<file path="config.mk">
export PLATFORM = sky130hd
export DESIGN_NAME = modul_t1us_pps
export DESIGN_NICKNAME = d
export VERILOG_FILES = /design/src/rtl/modul_t1us_pps.sv
export SDC_FILE = /design/constraint.sdc
export NUM_CORES = 1
export LEC_CHECK = 0
export CORE_ASPECT_RATIO = 0.9
export CORE_UTILIZATION = 55
export CTS_CLUSTER_SIZE = 40
export DETAILED_ROUTE_END_ITERATION = 16
export GPL_TIMING_DRIVEN = 0
export PLACE_DENSITY_LB_ADDON = 0.15
export SETUP_SLACK_MARGIN = 0.5
export SLEW_MARGIN = 0
export SYNTH_ARGS = -nofsm -noshare
export SYNTH_HDL_FRONTEND = slang
export SYNTH_SLANG_ARGS = --single-unit
</file>
<file path="constraint.sdc">
create_clock -name clk -period 7.35 [get_ports clk]
set_clock_uncertainty 0.2 [all_clocks]
set_input_delay 1.47 -clock clk [delete_from_list [all_inputs] [get_ports clk]]
set_output_delay 1.47 -clock clk [all_outputs]
set_load 0.01 [all_outputs]
</file>
<file path="src/rtl/modul_t1us_pps.sv">
// 1 us tick generator with optional GPS 1PPS phase alignment, PPS period
// qualification (lock/error/seen status) and us-within-second count.
module modul_t1us_pps #(
    parameter int DIV        = 100,
    parameter int HIGH_CYC   = 50,
    parameter int US_PER_SEC = 1000000,
    parameter int PPS_TOL    = 2,
    parameter int LOCK_CNT   = 3
) (
    input  logic        clk,
    input  logic        rst_n,
    input  logic        pps_in,
    input  logic        pps_en,
    output logic        t1us,
    output logic [19:0] us_cnt,
    output logic        pps_lock,
    output logic        pps_err,
    output logic        pps_seen
);

    localparam int DIV_W  = (DIV > 1) ? $clog2(DIV) : 1;
    localparam int GOOD_W = $clog2(LOCK_CNT + 1);
    localparam int TMO_US = US_PER_SEC + US_PER_SEC / 2;

    localparam logic [DIV_W-1:0]  DIV_LAST = DIV_W'(DIV - 1);
    localparam logic [DIV_W-1:0]  HIGH_V   = DIV_W'(HIGH_CYC);
    localparam logic [19:0]       US_LAST  = 20'(US_PER_SEC - 1);
    localparam logic [20:0]       PER_MAX  = '1;
    localparam logic [20:0]       TMO_M1   = 21'(TMO_US - 1);
    localparam logic [21:0]       PER_LO   = 22'(US_PER_SEC - PPS_TOL);
    localparam logic [21:0]       PER_HI   = 22'(US_PER_SEC + PPS_TOL);
    localparam logic [GOOD_W-1:0] GOOD_MAX = GOOD_W'(LOCK_CNT);

    typedef enum logic [1:0] {
        ST_FREE = 2'd0,
        ST_ACQ  = 2'd1,
        ST_LOCK = 2'd2,
        ST_HOLD = 2'd3
    } state_t;

    state_t             state_q, state_d;
    logic               pps_s1_q, pps_s2_q, pps_dly_q;
    logic [DIV_W-1:0]   div_cnt_q, div_cnt_d;
    logic [19:0]        us_cnt_q, us_cnt_d;
    logic [20:0]        per_cnt_q, per_cnt_d;
    logic [GOOD_W-1:0]  good_cnt_q, good_cnt_d;
    logic               t1us_q, t1us_d;
    logic               lock_q, lock_d;
    logic               err_q, err_d;
    logic               seen_q, seen_d;

    logic               pps_rise;
    logic               us_tick;
    logic               tmo_hit;
    logic               period_ok;
    logic [21:0]        per_eff;
    logic [GOOD_W-1:0]  good_inc;

    always_comb begin
        pps_rise = pps_s2_q & ~pps_dly_q;
        us_tick  = (div_cnt_q == DIV_LAST);
        // Period as it would read after this cycle's tick, so an on-time edge
        // that coincides with the tick measures exactly US_PER_SEC.
        per_eff   = {1'b0, per_cnt_q} + 22'(us_tick);
        period_ok = (per_eff >= PER_LO) && (per_eff <= PER_HI);
        tmo_hit   = us_tick && (per_cnt_q == TMO_M1);
        good_inc  = (good_cnt_q == GOOD_MAX) ? good_cnt_q : good_cnt_q + 1'b1;

        div_cnt_d  = us_tick ? '0 : div_cnt_q + 1'b1;
        us_cnt_d   = us_cnt_q;
        if (us_tick) begin
            us_cnt_d = (us_cnt_q == US_LAST) ? 20'd0 : us_cnt_q + 20'd1;
        end
        per_cnt_d  = (us_tick && per_cnt_q != PER_MAX) ? per_cnt_q + 21'd1 : per_cnt_q;
        t1us_d     = (div_cnt_q < HIGH_V);
        state_d    = state_q;
        good_cnt_d = good_cnt_q;
        err_d      = 1'b0;
        seen_d     = seen_q;

        if (!pps_en) begin
            state_d    = ST_FREE;
            good_cnt_d = '0;
        end else if (pps_rise) begin
            div_cnt_d = '0;
            us_cnt_d  = 20'd0;
            per_cnt_d = 21'd0;
            seen_d    = 1'b1;
            if (state_q == ST_FREE) begin
                // No reference period yet: treat as bad but do not flag it.
                state_d    = ST_ACQ;
                good_cnt_d = '0;
            end else if (period_ok) begin
                good_cnt_d = good_inc;
                state_d    = (good_inc == GOOD_MAX) ? ST_LOCK : ST_ACQ;
            end else begin
                good_cnt_d = '0;
                err_d      = 1'b1;
                state_d    = ST_ACQ;
            end
        end else if (tmo_hit && (state_q == ST_ACQ || state_q == ST_LOCK)) begin
            err_d      = 1'b1;
            good_cnt_d = '0;
            if (state_q == ST_LOCK) begin
                state_d = ST_HOLD;
            end
        end

        lock_d = (state_d == ST_LOCK);
    end

    always_ff @(posedge clk or negedge rst_n) begin
        if (!rst_n) begin
            pps_s1_q   <= 1'b0;
            pps_s2_q   <= 1'b0;
            pps_dly_q  <= 1'b0;
            state_q    <= ST_FREE;
            div_cnt_q  <= '0;
            us_cnt_q   <= 20'd0;
            per_cnt_q  <= 21'd0;
            good_cnt_q <= '0;
            t1us_q     <= 1'b0;
            lock_q     <= 1'b0;
            err_q      <= 1'b0;
            seen_q     <= 1'b0;
        end else begin
            pps_s1_q   <= pps_in;
            pps_s2_q   <= pps_s1_q;
            pps_dly_q  <= pps_s2_q;
            state_q    <= state_d;
            div_cnt_q  <= div_cnt_d;
            us_cnt_q   <= us_cnt_d;
            per_cnt_q  <= per_cnt_d;
            good_cnt_q <= good_cnt_d;
            t1us_q     <= t1us_d;
            lock_q     <= lock_d;
            err_q      <= err_d;
            seen_q     <= seen_d;
        end
    end

    assign t1us     = t1us_q;
    assign us_cnt   = us_cnt_q;
    assign pps_lock = lock_q;
    assign pps_err  = err_q;
    assign pps_seen = seen_q;

endmodule
</file>
==> impl_metrics.toml, run 1 <==
[clock_network]
postCtsResizedCells = 0
htreeDepth = 3
cts_hold_buffers = 0
cts_setup_buffers = 0
clkLatencyLatePin_ns = 0.35
cts_buffers = 9
clkTransAtPathRegs_ns = 0.07
clockBufferDepth = 2
root_buffer = "clkbuf_8"
cts_tree = "done"
clock_sinks = 59

[timing]
final.setup.worst_slack_ns = 2.72
max_slew_margin_pct = 41.2
hold_ws_ns = 0.166
min_period_ns = 4.63
worst_pin_slew_ns = 0.874
hold_viol_final = 0
max_freq_mhz = 216
tns_ns = 0
rsz0062_at_grt = "no"
slew_violations = 0
setup_viol = 0
fin_crit_sh_pct = 63.0

[logic_synthesis]
ys_ff_latch = 59
yosysTopAreaCellShare_pct = 39.6
ys_types = 61
synth_edf_count = 0
yosysSeqAreaShare_pct = 39.6
synth_flop_cell = "dfrtp_1"
synthCells = 408
async_flop_share_pct = 100
synthTopCellsByArea = "dfrtp_1 (40%), nor2_1 (5.9%), xor2_1 (5.9%)"
yosys.area.top_type = "dfrtp_1"
yosys_warnings = 0
synth_area_per_cell_um2 = 9.13
synth_area_mm2 = 0.00372
syn-num-nets = 419

[critical_path]
cp-start-kind = "flop"
r2r_setup_slack_ns = 2.72
worstReg2RegStart = "div_cnt_q[0]"
required_ns = 7.39
critPathMaxFanout = 10
crit_start = "div_cnt_q[0]"
rr_worst_depth = 15
critPathArrivalTime_ns = 4.67
cp-endpoint = "state_q[0]"
rr_endpoint = "state_q[0]"
end_kind = "flop"
path_class = "reg -> reg"

[route]
drcViolationCount = 0
drt_first_pass_iters = 4
ant_nets = 0
via_per_inst = 5.90
initialDrtViolationCount = 200
routedWlPerCell_um = 16.0
vias = 3197
drt-total-wl_mm = 8.67

[cells_and_area]
syn2layout_area_growth_pct = 15.5
nNetsFinal = 458
final_cells = 542
drive_gt1_share_pct = 11.7
antennaDiodeCount = 0
final_core_util_pct = 65.7
fin_area_mm2 = 0.00430

[die]
io_pins = 28
die_area_mm2 = 0.00711
num_rows = 28
start_util_pct = 56.9
die_x_um = 88.7
die_h_um = 80.1
core_mm2 = 0.00655

[place]
placed_cell_area_mm2 = 0.00412
port_buffers = 27
place_congestion = 0.907
dp.cells = 526
pre_cts_slack_ns = 2.82
hpwl_mm = 6.37

[grt]
antenna_found_initial = 0
grt_max_degree = 36
grt_pass1_wl_mm = 14.3
track_usage_pct = 26.8
grt_pass1_vias = 2963
gr-total-overflow = 0

[hold_path]
hp-class = "reg -> reg"
whs_path_depth = 0

[power]
finalPower_uw = 808
leakage_nw = 1.85
power_density_mw_per_mm2 = 188
vdd_ir_drop_max_mv = 0.186

[run]
cap_violations = 0

[outcome]
status = "complete, no violations"
registers in the layout, indices dropped and copies added, names as in the netlist:
signal,flops
pps_dly_q,1
pps_s2_q,1
per_cnt_q,21
t1us,1
state_q,2
good_cnt_q,2
pps_lock,1
pps_seen,1
pps_s1_q,1
div_cnt_q,7
us_cnt,20
pps_err,1
routing by layer:
| metal | vias to the layer above | GRT usage (%) | wire length, um |
|---|---|---|---|
| met5 | - | 0 | 0 |
| met4 | 0 | 10.8 | 141 |
| met3 | 14 | 5.34 | 510 |
| met2 | 108 | 39.5 | 3950 |
| met1 | 1534 | 38.3 | 4060 |
| li1 | 1541 | - | - |
cell usage after synthesis (2+ instances only):
| library cell | instances |
|---|---|
| a211oi_1 | 2 |
| xnor2_1 | 18 |
| buf_4 | 8 |
| o2111ai_1 | 2 |
| ha_1 | 7 |
| or2_2 | 2 |
| and3_1 | 17 |
| buf_2 | 3 |
| and2_1 | 4 |
| nand4_4 | 4 |
| nand3_1 | 28 |
| a41oi_1 | 2 |
| o31ai_1 | 3 |
| nor3_4 | 2 |
| or4_4 | 2 |
| o211ai_1 | 3 |
| a31oi_1 | 2 |
| or3_1 | 7 |
| o31a_1 | 2 |
| mux2i_1 | 4 |
| o21ai_0 | 8 |
| a32oi_1 | 2 |
| o21a_1 | 2 |
| nor2_1 | 59 |
| nand3_2 | 3 |
| nor3_1 | 8 |
| nand4_1 | 15 |
| a21oi_1 | 11 |
| and3_2 | 2 |
| nand4b_1 | 2 |
| and4_1 | 3 |
| nor2b_1 | 2 |
| nor4_1 | 7 |
| nand2_1 | 34 |
| a31o_2 | 2 |
| inv_1 | 10 |
| nand2b_1 | 5 |
| clkbuf_1 | 6 |
| xor2_1 | 25 |
| dfrtp_1 | 59 |
cells by family after synthesis:
| family | count (synthesis) | synth area share, % |
|---|---|---|
| compound gates | 52 | 10.6 |
| xor+xnor | 43 | 10.1 |
| buf+inv | 29 | 4.06 |
| mux | 4 | 1.07 |
| fa+ha+maj | 7 | 2.35 |
| simple gates | 214 | 32.2 |
| flops | 59 | 39.6 |
worst min path at each step:
stage | from | to | slack, ns
2_1_floorplan | pps_s1_q | pps_s2_q | 0.13
3_3_place_gp | pps_s1_q | pps_s2_q | 0.13
3_5_place_dp | pps_s1_q | pps_s2_q | 0.15
4_1_cts | pps_s1_q | pps_s2_q | 0.17
5_1_grt | pps_s1_q | pps_s2_q | 0.19
6_report | pps_s1_q | pps_s2_q | 0.17
worst max-delay path, stage by stage (launching register included):
cell and delay, ns:
dfrtp_1 0.37, ha_1 0.23, and3b_1 0.20, nand3_1 0.27, inv_1 0.20, clkbuf_1 0.39
ha_1 0.33, ha_1 0.29, nand3_2 0.20, nor2_1 0.30, a21oi_2 0.10, or4_4 0.52
a2111oi_4 0.34, o211a_4 0.21, o2111ai_1 0.14, and3_1 0.22
power by group:
| part | internal, mW | switching [mW] |
|---|---|---|
| registers | 0.359 | 0.0454 |
| logic | 0.0728 | 0.0609 |
| clock network | 0.139 | 0.130 |
| total | 0.572 | 0.236 |
cell usage in the layout, fill, tap and decap left out, drive strengths merged, types with 18 or more instances in the layout:
master         Yosys  final
and3              19     19
clkbuf             7     19
clkdlybuf4s50      0     26
dfrtp             59     59
nand2             35     35
nand3             31     31
nand4             19     19
nor2              59     59
xnor2             18     18
xor2              25     25
final cells by class:
type / instances / area [um2]
buffer: 19 / 114
multi-input combinational: 320 / 2100
tap: 90 / 113
inverter: 10 / 37.5
timing repair buffer: 28 / 285
sequential: 59 / 1480
clock inverter: 4 / 25.0
fill: 566 / 2250
clock buffer: 12 / 155
Power figures use the tool's default switching activity.
==> run 2, diff against run 1 <==
--- a/config.mk
+++ b/config.mk
@@ -6,7 +6,7 @@
 export NUM_CORES = 1
 export LEC_CHECK = 0
 export CORE_ASPECT_RATIO = 0.9
-export CORE_UTILIZATION = 55
+export CORE_UTILIZATION = 53
 export CTS_CLUSTER_SIZE = 40
 export DETAILED_ROUTE_END_ITERATION = 16
 export GPL_TIMING_DRIVEN = 0
==> constraint.sdc (replaced) <==
create_clock -name clk -period 3.97 [get_ports clk]
set_clock_uncertainty 0.2 [all_clocks]
set_input_delay 0.794 -clock clk [delete_from_list [all_inputs] [get_ports clk]]
set_output_delay 0.794 -clock clk [all_outputs]
set_load 0.01 [all_outputs]
==> run 2 against run 1 <==
Compared with the run above:
- sequential power up 86%
- hold slack better by 0.0066 ns
- critical path type unchanged
- global-route usage down 0.63 points
- register-to-register slack worse by 2.4 ns
- clock-buffer cell count down 1
- clock power up 100%
- combinational power up 110%
- cell area up 8.4%
==> impl_metrics.toml, run 2 (synthesis results as in run 1) <==
[clock_network]
cts_buffers = 9
clock_sinks = 59
cts_hold_buffers = 0
htreeDepth = 3
clkTransAtPathRegs_ns = 0.07
clkLatencyLatePin_ns = 0.34
root_buffer = "clkbuf_8"
clockBufferDepth = 2
cts_tree = "done"

[critical_path]
cp_slowest_stage_delay_ns = 0.56
crit_start = "div_cnt_q[0]"
crit_chain = "ha_4 -> and3b_2 -> nand3_4 -> inv_4 -> clkbuf_16 -> ha_4 -> ha_4 -> nand3_4 -> nor2_4 -> and3_4 -> or4_4 -> a2111oi_4 -> o211a_4 -> o2111ai_4 -> and3_1"
cp-start-kind = "flop"
critPathArrivalTime_ns = 3.66
worstReg2RegStart = "div_cnt_q[0]"
path_class = "reg -> reg"
end_kind = "flop"
slowest_stage = "or4_4"
required_ns = 3.99
critPathMaxFanout = 4
cpMostUsedCell = "ha_4"

[route]
drcViolationCount = 0
initialDrtViolationCount = 220
drt_first_pass_iters = 5
vias = 3358
drt-total-wl_mm = 9.38
via_per_inst = 5.99
routedWlPerCell_um = 16.7
ant_nets = 0

[die]
start_util_pct = 55.7
io_pins = 28
die_area_mm2 = 0.00737
die_h_um = 81.5
die_x_um = 90.4
num_rows = 28
core_mm2 = 0.00669

[cells_and_area]
final_core_util_pct = 69.7
final_cells = 561
syn2layout_area_growth_pct = 25.2
nNetsFinal = 477
final_common_cell = "dfrtp_1"
largest-register = "per_cnt_q"
final_cell_mix = "dfrtp_1 (59), nor2_1 (58), nand2_1 (34)"
fin_area_mm2 = 0.00466
largest_register_ffs = 21
antennaDiodeCount = 0
drive_gt1_share_pct = 20.0

[power]
leakage_nw = 1.95
power_density_mw_per_mm2 = 338
finalPower_mw = 1.58
vdd_ir_drop_max_mv = 0.287
p_clk_share_pct = 34.2
power_frac_comb_pct = 18.1
switching_share_pct = 28.5
seq_power_share_pct = 47.7
p_sw_uw = 449
p_int_mw = 1.13

[place]
place_congestion = 0.987
placed_cell_area_mm2 = 0.00418
port_buffers = 27
pre_cts_slack_ns = 0.0312
dp.cells = 526
hpwl_mm = 6.43

[hold_path]
hp-start = "pps_s1_q"
hp-class = "reg -> reg"

[timing]
rsz0062_at_grt = "yes"
hold_ws_ns = 0.173
min_period_ns = 3.64
max_slew_margin_pct = 45.1
fin_crit_sh_pct = 91.6
worst_pin_slew_ns = 0.815
max_freq_mhz = 275
slew_violations = 0
tns_ns = 0
setup_viol = 0
final.setup.worst_slack_ns = 0.332
hold_viol_final = 0

[grt]
track_usage_pct = 26.2
grt_pass1_wl_mm = 15.2
gr-total-overflow = 0
antenna_found_initial = 0
grt_max_degree = 42
grt_pass1_vias = 3166

[run]
cap_violations = 0

[outcome]
status = "complete, no violations"
==> run 2: power by group through the flow <==
| stage | registers, mW | logic (mW) | clock network, mW |
|---|---|---|---|
| floorplan | 0.762 | 0.111 | 0 |
| global placement | 0.756 | 0.241 | 0 |
| detailed placement | 0.760 | 0.249 | 0 |
| CTS | 0.750 | 0.270 | 0.554 |
| global route | 0.762 | 0.315 | 0.581 |
| finish | 0.753 | 0.286 | 0.540 |
==> run 2: cell type report <==
type	count	area, um2
repair buffers	47	428
inverters	10	40.0
clock buffers	11	141
multi-input cells	320	2280
well taps	90	113
flip-flops and latches	59	1480
clock inverters	5	52.6
fillers	540	2030
plain buffers	19	135
==> run 2: metal layers <==
layer  GRT usage [%]  up-vias  part of all wire [%]
li1                -     1587                     -
met5               0        -                     0
met3            4.54       25                   5.9
met2            41.5      124                    47
met1            35.0     1622                    45
met4            13.1        0                   2.6
==> run 2: critical path: cells and delay by family (launching register included) <==
| family | cells | cell delay, ns |
|---|---|---|
| adders and majority gates | 3 | 0.53 |
| and+or+nand+nor | 7 | 1.46 |
| DFF | 1 | 0.41 |
| buffers and inverters | 2 | 0.18 |
| AOI/OAI and AO/OA | 3 | 0.73 |
==> run 2: what timing repair did <==
item                       CTS  global route
gates cloned                 0             0
pin swaps                   15            10
hold endpoints to repair     0             0
setup endpoints to repair    6             6
buffers inserted            12             7
resized for setup           14            12
==> run 2: final timing paths <==
kind	to	slack, ns	depth (start not counted)
setup / recovery	state_q[0]	0.33	15
hold / removal	pps_s2_q	0.17	0
setup reg to reg	state_q[0]	0.33	15
hold reg to reg	pps_s2_q	0.17	0
max in group asynchronous	good_cnt_q[1]	2.80	2
min in group asynchronous	per_cnt_q[7]	0.19	1
